## config.mk

```make
export PLATFORM = sky130hd
export DESIGN_NAME = reg_status_file_flat
export DESIGN_NICKNAME = d
export VERILOG_FILES = /design/src/rtl/reg_status_file_pkg.sv /design/src/rtl/reg_status_file_if.sv /design/src/rtl/reg_status_file_read_port.sv /design/src/rtl/reg_status_file.sv /design/src/flat_wrapper.sv
export SDC_FILE = /design/constraint.sdc
export NUM_CORES = 2
export LEC_CHECK = 0
export CORE_ASPECT_RATIO = 2
export CORE_MARGIN = 5
export CORE_UTILIZATION = 63
export CTS_CLUSTER_DIAMETER = 150
export CTS_CLUSTER_SIZE = 8
export DETAILED_ROUTE_END_ITERATION = 10
export PLACE_DENSITY = 0.81
export RECOVER_POWER = 50
export SLEW_MARGIN = 10
export SYNTH_ARGS = -nofsm -noshare
export SYNTH_HDL_FRONTEND = slang
export SYNTH_SLANG_ARGS = --single-unit
```

## constraint.sdc

```tcl
create_clock -name clk -period 3.25 [get_ports clk]
set_input_delay 0.8125 -clock clk [delete_from_list [all_inputs] [get_ports clk]]
set_output_delay 0.8125 -clock clk [all_outputs]
set_load 0.01 [all_outputs]
```

## src/rtl/reg_status_file_pkg.sv

```systemverilog
// reg_status_file_pkg: shared sizing constants for the register status file.
package reg_status_file_pkg;
   localparam int ROB_SIZE_LOG = 4;
   localparam int REG_NUM = 32;
   localparam logic [4:0] REG_ZERO = 5'd0;
endpackage

```

## src/rtl/reg_status_file_if.sv

```systemverilog
// reg_status_file_if: issue, commit and operand-query signals of the register status file.
interface reg_status_file_if #(parameter int TAG_W = reg_status_file_pkg::ROB_SIZE_LOG);
   logic rdy;
   logic flush;
   logic issue_valid;
   logic [4:0] issue_rd;
   logic [TAG_W-1:0] issue_robid;
   logic commit_enable;
   logic [4:0] commit_regid;
   logic [31:0] commit_value;
   logic [TAG_W-1:0] commit_robid;
   logic [4:0] rs1_idx;
   logic [4:0] rs2_idx;
   logic rs1_busy;
   logic [TAG_W-1:0] rs1_tag;
   logic [31:0] rs1_val;
   logic rs2_busy;
   logic [TAG_W-1:0] rs2_tag;
   logic [31:0] rs2_val;
   modport master(
      output rdy, flush, issue_valid, issue_rd, issue_robid,
      output commit_enable, commit_regid, commit_value, commit_robid, rs1_idx, rs2_idx,
      input rs1_busy, rs1_tag, rs1_val, rs2_busy, rs2_tag, rs2_val
   );
   modport slave(
      input rdy, flush, issue_valid, issue_rd, issue_robid,
      input commit_enable, commit_regid, commit_value, commit_robid, rs1_idx, rs2_idx,
      output rs1_busy, rs1_tag, rs1_val, rs2_busy, rs2_tag, rs2_val
   );
endinterface

```

## src/rtl/reg_status_file_read_port.sv

```systemverilog
// reg_read_port: combinational operand read; REG_COMMIT_BYPASS_EN forwards a matching commit in the same cycle.
module reg_read_port
   import reg_status_file_pkg::*;
#(
   parameter int TAG_W = ROB_SIZE_LOG,
   parameter int NREG = REG_NUM
) (
   input logic [4:0] idx,
   input logic [NREG-1:0] busy,
   input logic [TAG_W-1:0] tag [NREG],
   input logic [31:0] val [NREG],
   input logic commit_enable,
   input logic [4:0] commit_regid,
   input logic [31:0] commit_value,
   input logic [TAG_W-1:0] commit_robid,
   output logic rs_busy,
   output logic [TAG_W-1:0] rs_tag,
   output logic [31:0] rs_val
);
`ifdef REG_COMMIT_BYPASS_EN
   localparam bit BYP = 1'b1;
`else
   localparam bit BYP = 1'b0;
`endif
   logic hit;
   assign hit = BYP && commit_enable && commit_regid == idx && idx != REG_ZERO &&
                busy[idx] && tag[idx] == commit_robid;
   assign rs_busy = busy[idx] && !hit;
   assign rs_tag = tag[idx];
   assign rs_val = hit ? commit_value : val[idx];
endmodule

```

## src/rtl/reg_status_file.sv

```systemverilog
// reg_status_file: architectural registers with rename busy/tag state; optional REG_COMMIT_BYPASS_EN read bypass.
module reg_status_file
   import reg_status_file_pkg::*;
#(
   parameter int TAG_W = ROB_SIZE_LOG,
   parameter int NREG = REG_NUM
) (
   input logic clk,
   input logic rst,
   reg_status_file_if.slave bus
);
   logic [31:0] val [NREG];
   logic [TAG_W-1:0] tag [NREG];
   logic [NREG-1:0] busy, ren, clr;
   // x0 is excluded from both vectors, so it can never become busy
   always_comb begin
      ren = '0;
      clr = '0;
      for (int i = 1; i < NREG; i++) begin
         ren[i] = bus.issue_valid && !bus.flush && int'(bus.issue_rd) == i;
         clr[i] = bus.flush || (bus.commit_enable && int'(bus.commit_regid) == i &&
                  busy[i] && tag[i] == bus.commit_robid);
      end
   end
   always_ff @(posedge clk) begin
      if (rst) begin
         busy <= '0;
         for (int i = 0; i < NREG; i++) begin
            val[i] <= '0;
            tag[i] <= '0;
         end
      end else if (bus.rdy) begin
         if (bus.commit_enable && bus.commit_regid != REG_ZERO) val[bus.commit_regid] <= bus.commit_value;
         for (int i = 0; i < NREG; i++) begin
            busy[i] <= ren[i] || (busy[i] && !clr[i]);
            if (ren[i]) tag[i] <= bus.issue_robid;
         end
      end
   end
   reg_read_port #(.TAG_W(TAG_W), .NREG(NREG)) u_rs1 (
      .idx(bus.rs1_idx), .busy(busy), .tag(tag), .val(val),
      .commit_enable(bus.commit_enable), .commit_regid(bus.commit_regid),
      .commit_value(bus.commit_value), .commit_robid(bus.commit_robid),
      .rs_busy(bus.rs1_busy), .rs_tag(bus.rs1_tag), .rs_val(bus.rs1_val)
   );
   reg_read_port #(.TAG_W(TAG_W), .NREG(NREG)) u_rs2 (
      .idx(bus.rs2_idx), .busy(busy), .tag(tag), .val(val),
      .commit_enable(bus.commit_enable), .commit_regid(bus.commit_regid),
      .commit_value(bus.commit_value), .commit_robid(bus.commit_robid),
      .rs_busy(bus.rs2_busy), .rs_tag(bus.rs2_tag), .rs_val(bus.rs2_val)
   );
endmodule

```

## src/flat_wrapper.sv

```systemverilog
// flat-port wrapper written by rule: the top's interface ports become plain ports
module reg_status_file_flat import reg_status_file_pkg::*;
#(
   parameter int TAG_W = ROB_SIZE_LOG,
   parameter int NREG = REG_NUM
)
  (clk, rst, bus_rdy, bus_flush, bus_issue_valid, bus_issue_rd, bus_issue_robid, bus_commit_enable, bus_commit_regid, bus_commit_value, bus_commit_robid, bus_rs1_idx, bus_rs2_idx, bus_rs1_busy, bus_rs1_tag, bus_rs1_val, bus_rs2_busy, bus_rs2_tag, bus_rs2_val);
  reg_status_file_if #(.TAG_W(TAG_W)) bus_i ();
  input logic clk;
  input logic rst;
  input wire logic [$bits(bus_i.rdy)-1:0] bus_rdy;
  input wire logic [$bits(bus_i.flush)-1:0] bus_flush;
  input wire logic [$bits(bus_i.issue_valid)-1:0] bus_issue_valid;
  input wire logic [$bits(bus_i.issue_rd)-1:0] bus_issue_rd;
  input wire logic [$bits(bus_i.issue_robid)-1:0] bus_issue_robid;
  input wire logic [$bits(bus_i.commit_enable)-1:0] bus_commit_enable;
  input wire logic [$bits(bus_i.commit_regid)-1:0] bus_commit_regid;
  input wire logic [$bits(bus_i.commit_value)-1:0] bus_commit_value;
  input wire logic [$bits(bus_i.commit_robid)-1:0] bus_commit_robid;
  input wire logic [$bits(bus_i.rs1_idx)-1:0] bus_rs1_idx;
  input wire logic [$bits(bus_i.rs2_idx)-1:0] bus_rs2_idx;
  output wire logic [$bits(bus_i.rs1_busy)-1:0] bus_rs1_busy;
  output wire logic [$bits(bus_i.rs1_tag)-1:0] bus_rs1_tag;
  output wire logic [$bits(bus_i.rs1_val)-1:0] bus_rs1_val;
  output wire logic [$bits(bus_i.rs2_busy)-1:0] bus_rs2_busy;
  output wire logic [$bits(bus_i.rs2_tag)-1:0] bus_rs2_tag;
  output wire logic [$bits(bus_i.rs2_val)-1:0] bus_rs2_val;
  assign bus_i.rdy = bus_rdy;
  assign bus_i.flush = bus_flush;
  assign bus_i.issue_valid = bus_issue_valid;
  assign bus_i.issue_rd = bus_issue_rd;
  assign bus_i.issue_robid = bus_issue_robid;
  assign bus_i.commit_enable = bus_commit_enable;
  assign bus_i.commit_regid = bus_commit_regid;
  assign bus_i.commit_value = bus_commit_value;
  assign bus_i.commit_robid = bus_commit_robid;
  assign bus_i.rs1_idx = bus_rs1_idx;
  assign bus_i.rs2_idx = bus_rs2_idx;
  assign bus_rs1_busy = bus_i.rs1_busy;
  assign bus_rs1_tag = bus_i.rs1_tag;
  assign bus_rs1_val = bus_i.rs1_val;
  assign bus_rs2_busy = bus_i.rs2_busy;
  assign bus_rs2_tag = bus_i.rs2_tag;
  assign bus_rs2_val = bus_i.rs2_val;
  reg_status_file #(.TAG_W(TAG_W), .NREG(NREG)) u_core (.clk(clk), .rst(rst), .bus(bus_i));
endmodule
```

==> metrics, run 1 <==
number of synthesized flops with an enable pin=0; Post-synth ARST share=0%; outcome=stopped before the end; Seq/Total Area, Yosys=38.2%; GP Congestion=1.19; Err=[ERROR GRT-0232] Routing congestion too high. Check the congestion heatmap in the GUI.; Stopped at=global routing (5_1_grt); antenna violations before repair=51; Gate Count Post-Synth=7,208; synth top area cells=dfxtp_1 38%, nand2_1 12%, mux2i_1 12%; Worst-path end type=output port; register bit total from synthesis=1,179; CTS HTree Levels=4; unique cell type count in the Yosys netlist=56; most common flop cell mapped by yosys=dfxtp_1; GRT overflow=2; Syn Area/Cell=8.57 um^2; CTS max path bufs=3; width of the die=231 um; cts hold-fix bufs=0; Yosys top cell by area=dfxtp_1; Die Height=453 um; Rows=162; Cell Area, Synth=0.0617 mm^2; IO Pins=140; I/O Buffers=139; largest net degree at the start of global routing=113; clk sinks=1,179; Ys Warns=0; Area after DPL=0.0686 mm^2; Synth top area share=38.2%; gr usage total=67.9%; Root Buffer Master=clkbuf_16; syn nets=7,274; Initial Util=63.3%; dpl hpwl=175 mm; Num CTS Buffers=165; post-GRT worst EP=bus_rs2_val[1]
==> per-stage QoR <==
| step | utilization (%) | TNS (ps) | instances | setup WS, ps |
|---|---|---|---|---|
| 2_1_floorplan | - | 0 | 7208 | 168 |
| 3_3_place_gp | 70.4 | -90960 | 8549 | -1500 |
| 3_5_place_dp | 70.4 | -91970 | 8550 | -1470 |
| 4_1_cts | 78.0 | -11660 | 8808 | -250 |
==> cells by family after synthesis <==
| logic type | synth area share, % |
|---|---|
| AOI/OAI and AO/OA | 14.3 |
| xor gates and xnor gates | 1.76 |
| buffers and inverters | 5.36 |
| DFF | 38.2 |
| muxes | 22.2 |
| and+or+nand+nor | 18.1 |
==> routing by layer <==
metal / GRT overflow / GRT usage [%]
met1: 1 / 65.2
met4: 0 / 71.6
met2: 1 / 84.6
met5: 0 / 26.5
met3: 0 / 52.2
==> Yosys cell counts, types with 4 or more instances <==
cell type,number
nor4_4,7
mux4_2,286
a21oi_1,994
nor4bb_1,7
or3_1,8
nand4_1,69
a31o_2,27
or4bb_1,7
a22oi_1,261
buf_2,243
a311oi_1,14
nor3_1,66
buf_1,7
inv_1,7
a211o_1,5
buf_4,24
nand4b_1,10
nand3_1,18
or4_1,8
xor2_1,64
o22ai_1,104
or2_2,9
nor2b_1,127
nand3b_1,10
mux2_2,10
o311ai_1,5
buf_6,6
a221oi_1,10
xnor2_1,60
dfxtp_1,1179
or3b_2,4
and4b_1,9
nor2_1,161
nor4_1,41
a22o_1,5
a31oi_1,11
mux2i_1,716
nor3_2,16
clkbuf_1,477
nand2b_1,7
nand2_1,2005
a211oi_1,79
==> what timing repair did <==
item | in CTS
buffers inserted | 74
setup endpoints to repair | 74
gates cloned | 14
pin swaps | 166
gates resized for setup | 773
==> inputs of run 2 (changes only) <==
- CORE_ASPECT_RATIO: 2 -> default
- CORE_UTILIZATION: 63 -> 40
- CTS_CLUSTER_DIAMETER: 150 -> default
- CTS_CLUSTER_SIZE: 8 -> default
- PLACE_DENSITY: 0.81 -> default
- PLACE_DENSITY_LB_ADDON: default -> 0.15
==> run 2 against run 1 <==
Effect of this change: the flow now finishes, with violations (max-capacitance violations, max-slew violations, negative setup slack); synthesized cell count stayed put; area after synthesis did not move.
==> metrics, run 2 <==
register bit total from synthesis=1,179 (unchanged); clock skew after layout=18.4 ps; slew margin rel.=-76.4%; Area Growth Syn to Fin=29.9%; worst min-delay path category=register to register; most frequent cells in the layout=1,995 x nand2_1, 1,179 x dfxtp_1, 994 x a21oi_1; first-pass GRT wire length=387 mm; Die Height=403 um (-11%); Post-synth ARST share=0% (unchanged); Num CTS Buffers=137 (-17%); HP Start=u_core.val[878]; Initial DRT Pass Iterations=9; WP data arrival=2710 ps; Reg with most FFs=u_core.val; crit end category=primary output; IO Pins=140 (unchanged); reg2reg end=u_core.busy[3]; Synth top area share=38.2% (unchanged); Max Fclk=284 MHz; CTS tree=built; Critical Path RT=2440 ps; width of the die=403 um (+74%); antenna violations before repair=7; internal reg-to-reg setup slack=1920 ps; syn nets=7,274 (unchanged); worst vdd ir=0.547 mV; final wirelength=269 mm; Ys Warns=0 (unchanged); ANT nets after route=0; # diodes=0; Pins Over Slew Limit=41; synth top area cells=dfxtp_1 38%, nand2_1 12%, mux2i_1 12%; largest net degree at the start of global routing=94; worst r2r src=u_core.tag[115]; fin cells=9,692; Hold Fails Final Rpt=0; GR peak layer=met2; GP Congestion=0.911 (-24%); Cell Area, Synth=0.0617 mm^2 (unchanged); total chip power=35.4 mW; DRT iter0 DRCs=6,422; critical path peak fanout=8; Critical Path Max Stage Delay=340 ps; Min-Delay Endpoint=u_core.val[878]; RSZ-0062 raised after global routing=true; fin crit period=3520 ps; Util after Layout=52.1%; most common cell in the netlist=nand2_1; commonest non-fill, non-tap cell in the layout=nand2_1; Hold Path Stages=2; insertion delay to the later sink of the worst-skew pair=790 ps; Core ar.=0.154 mm^2; Rows=144 (-11%); slowest cell on the critical path=nor3_4; kind of critical path=input pin to primary output; CTS max path bufs=3 (unchanged); pwr dens=441 mW/mm^2; clk sinks=1,179 (unchanged); vias in the first global route=56,441; Initial Util=40.1% (-23 points); met3 Usage GRT=5.79%; GRT overflow=0; number of synthesized flops with an enable pin=0 (unchanged); M1 GR Usage=42.8%; Clock transition at path regs=60 ps; Slew @ Worst Pin=2640 ps; fraction of layout instances using a drive strength above 1=25.6%; I/O Buffers=139 (unchanged); Reg2Reg Depth=4; via count=58,755; failing checks=max-capacitance violations, max-slew violations, negative setup slack; outcome=complete, but fails checks; biggest regs=u_core.val (1024), u_core.tag (124), u_core.busy (31); MaxCap Viol Count=1; Syn Area/Cell=8.57 um^2 (unchanged); setup ws final=-269 ps; WL/cell=27.8 um; startpoint types=input pin; Setup-failing EPs final=145; most used cell, CP=buf_6; TNS Setup=-13,690 ps; CTS HTree Levels=4 (unchanged); Root Buffer Master=clkbuf_16; DRC Markers=0; CP cell instances=buf_12, buf_16, buf_6, and4b_4, buf_4, buf_6, a22oi_2, nand4_1, nor3_4, buf_2; Period Utilization, post-route=108%; Seq/Total Area, Yosys=38.2% (unchanged); most common flop cell mapped by yosys=dfxtp_1; max FFs per register=1,024; Yosys top cell by area=dfxtp_1; grt met2 use=49.8%; DP Worst Slack=-1470 ps (-2.33 ps); Gate Count Post-Synth=7,208 (unchanged); Area after DPL=0.0697 mm^2 (+1.6%); # fillers=14,016; drt via density=6.06; Synth top cells by count=2,005 x nand2_1, 1,179 x dfxtp_1, 994 x a21oi_1, 716 x mux2i_1, 477 x clkbuf_1; gr usage total=31.6%; dpl hpwl=166 mm (-5.2%); nets=7,606; fin area=0.0802 mm^2; Hold Slack=462 ps; placed insts=9,277 (+8.5%); DIE AREA=0.162 mm^2; unique cell type count in the Yosys netlist=56 (unchanged); Pleak=28.3 nW
## run 2: where the power goes
part | internal (mW) | switching (mW)
sequential | 14.5 | 0.0445
combinational | 1.82 | 2.51
clock | 9.74 | 6.79
total | 26.1 | 9.34
## run 2: critical path, delay by kind of cell
kind / cells / cell delay, ps
AOI/OAI and AO/OA: 1 / 150
buffers and inverters: 6 / 900
and+or+nand+nor: 3 / 820
## run 2: worst max path at each step
stage	start	endpoint	slack [ps]	cells past startpoint
5_1_grt	bus_rs2_idx[1]	bus_rs2_val[2]	-260	10
4_1_cts	bus_rs1_idx[3]	bus_rs1_val[23]	-230	11
3_5_place_dp	bus_rs1_idx[3]	bus_rs1_val[7]	-1470	9
3_3_place_gp	bus_rs2_idx[3]	bus_rs2_val[2]	-1790	9
6_report	bus_rs2_idx[1]	bus_rs2_val[30]	-270	10
2_1_floorplan	bus_rs1_idx[2]	bus_rs1_tag[0]	170	7
## run 2: logic make-up (layout without fill, tap and decap cells)
family / Yosys count / count (layout) / share of synthesized area (%)
mux: 1012 / 1012 / 22.2
compound gates: 1519 / 1519 / 14.3
buf+inv: 764 / 1203 / 5.36
xor+xnor: 124 / 124 / 1.76
flops: 1179 / 1179 / 38.2
simple gates: 2610 / 2611 / 18.1
## run 2: final cells by class
type                    instances  area, um^2  share of cell area, %
multi-input cells            5266       38000                   47.4
flip-flops and latches       1179       23600                   29.4
repair buffers                949       11200                   14.0
clock buffers                 188        3890                   4.85
well taps                    2044        2560                   3.19
clock inverters                59         848                   1.06
inverters                       7        26.3                 0.0328
## run 2: what timing repair did
action	CTS	global route
hold endpoints to repair	0	0
gates resized for setup	993	219
endpoints found under the setup margin	74	74
cloned	29	7
buffers inserted	119	77
pin swaps	245	152
hold buffers	0	0
## run 2: per-layer routing
layer  up-vias  part of all wire, %  wire length [um]
li1      25974                    -                 -
met4         2                  4.8             12800
met3       660                  9.6             25700
met1     29043                   41            109000
met5         -               0.0048                13
met2      3076                   45            121000
Note: power is estimated with default switching activity, not from simulation.
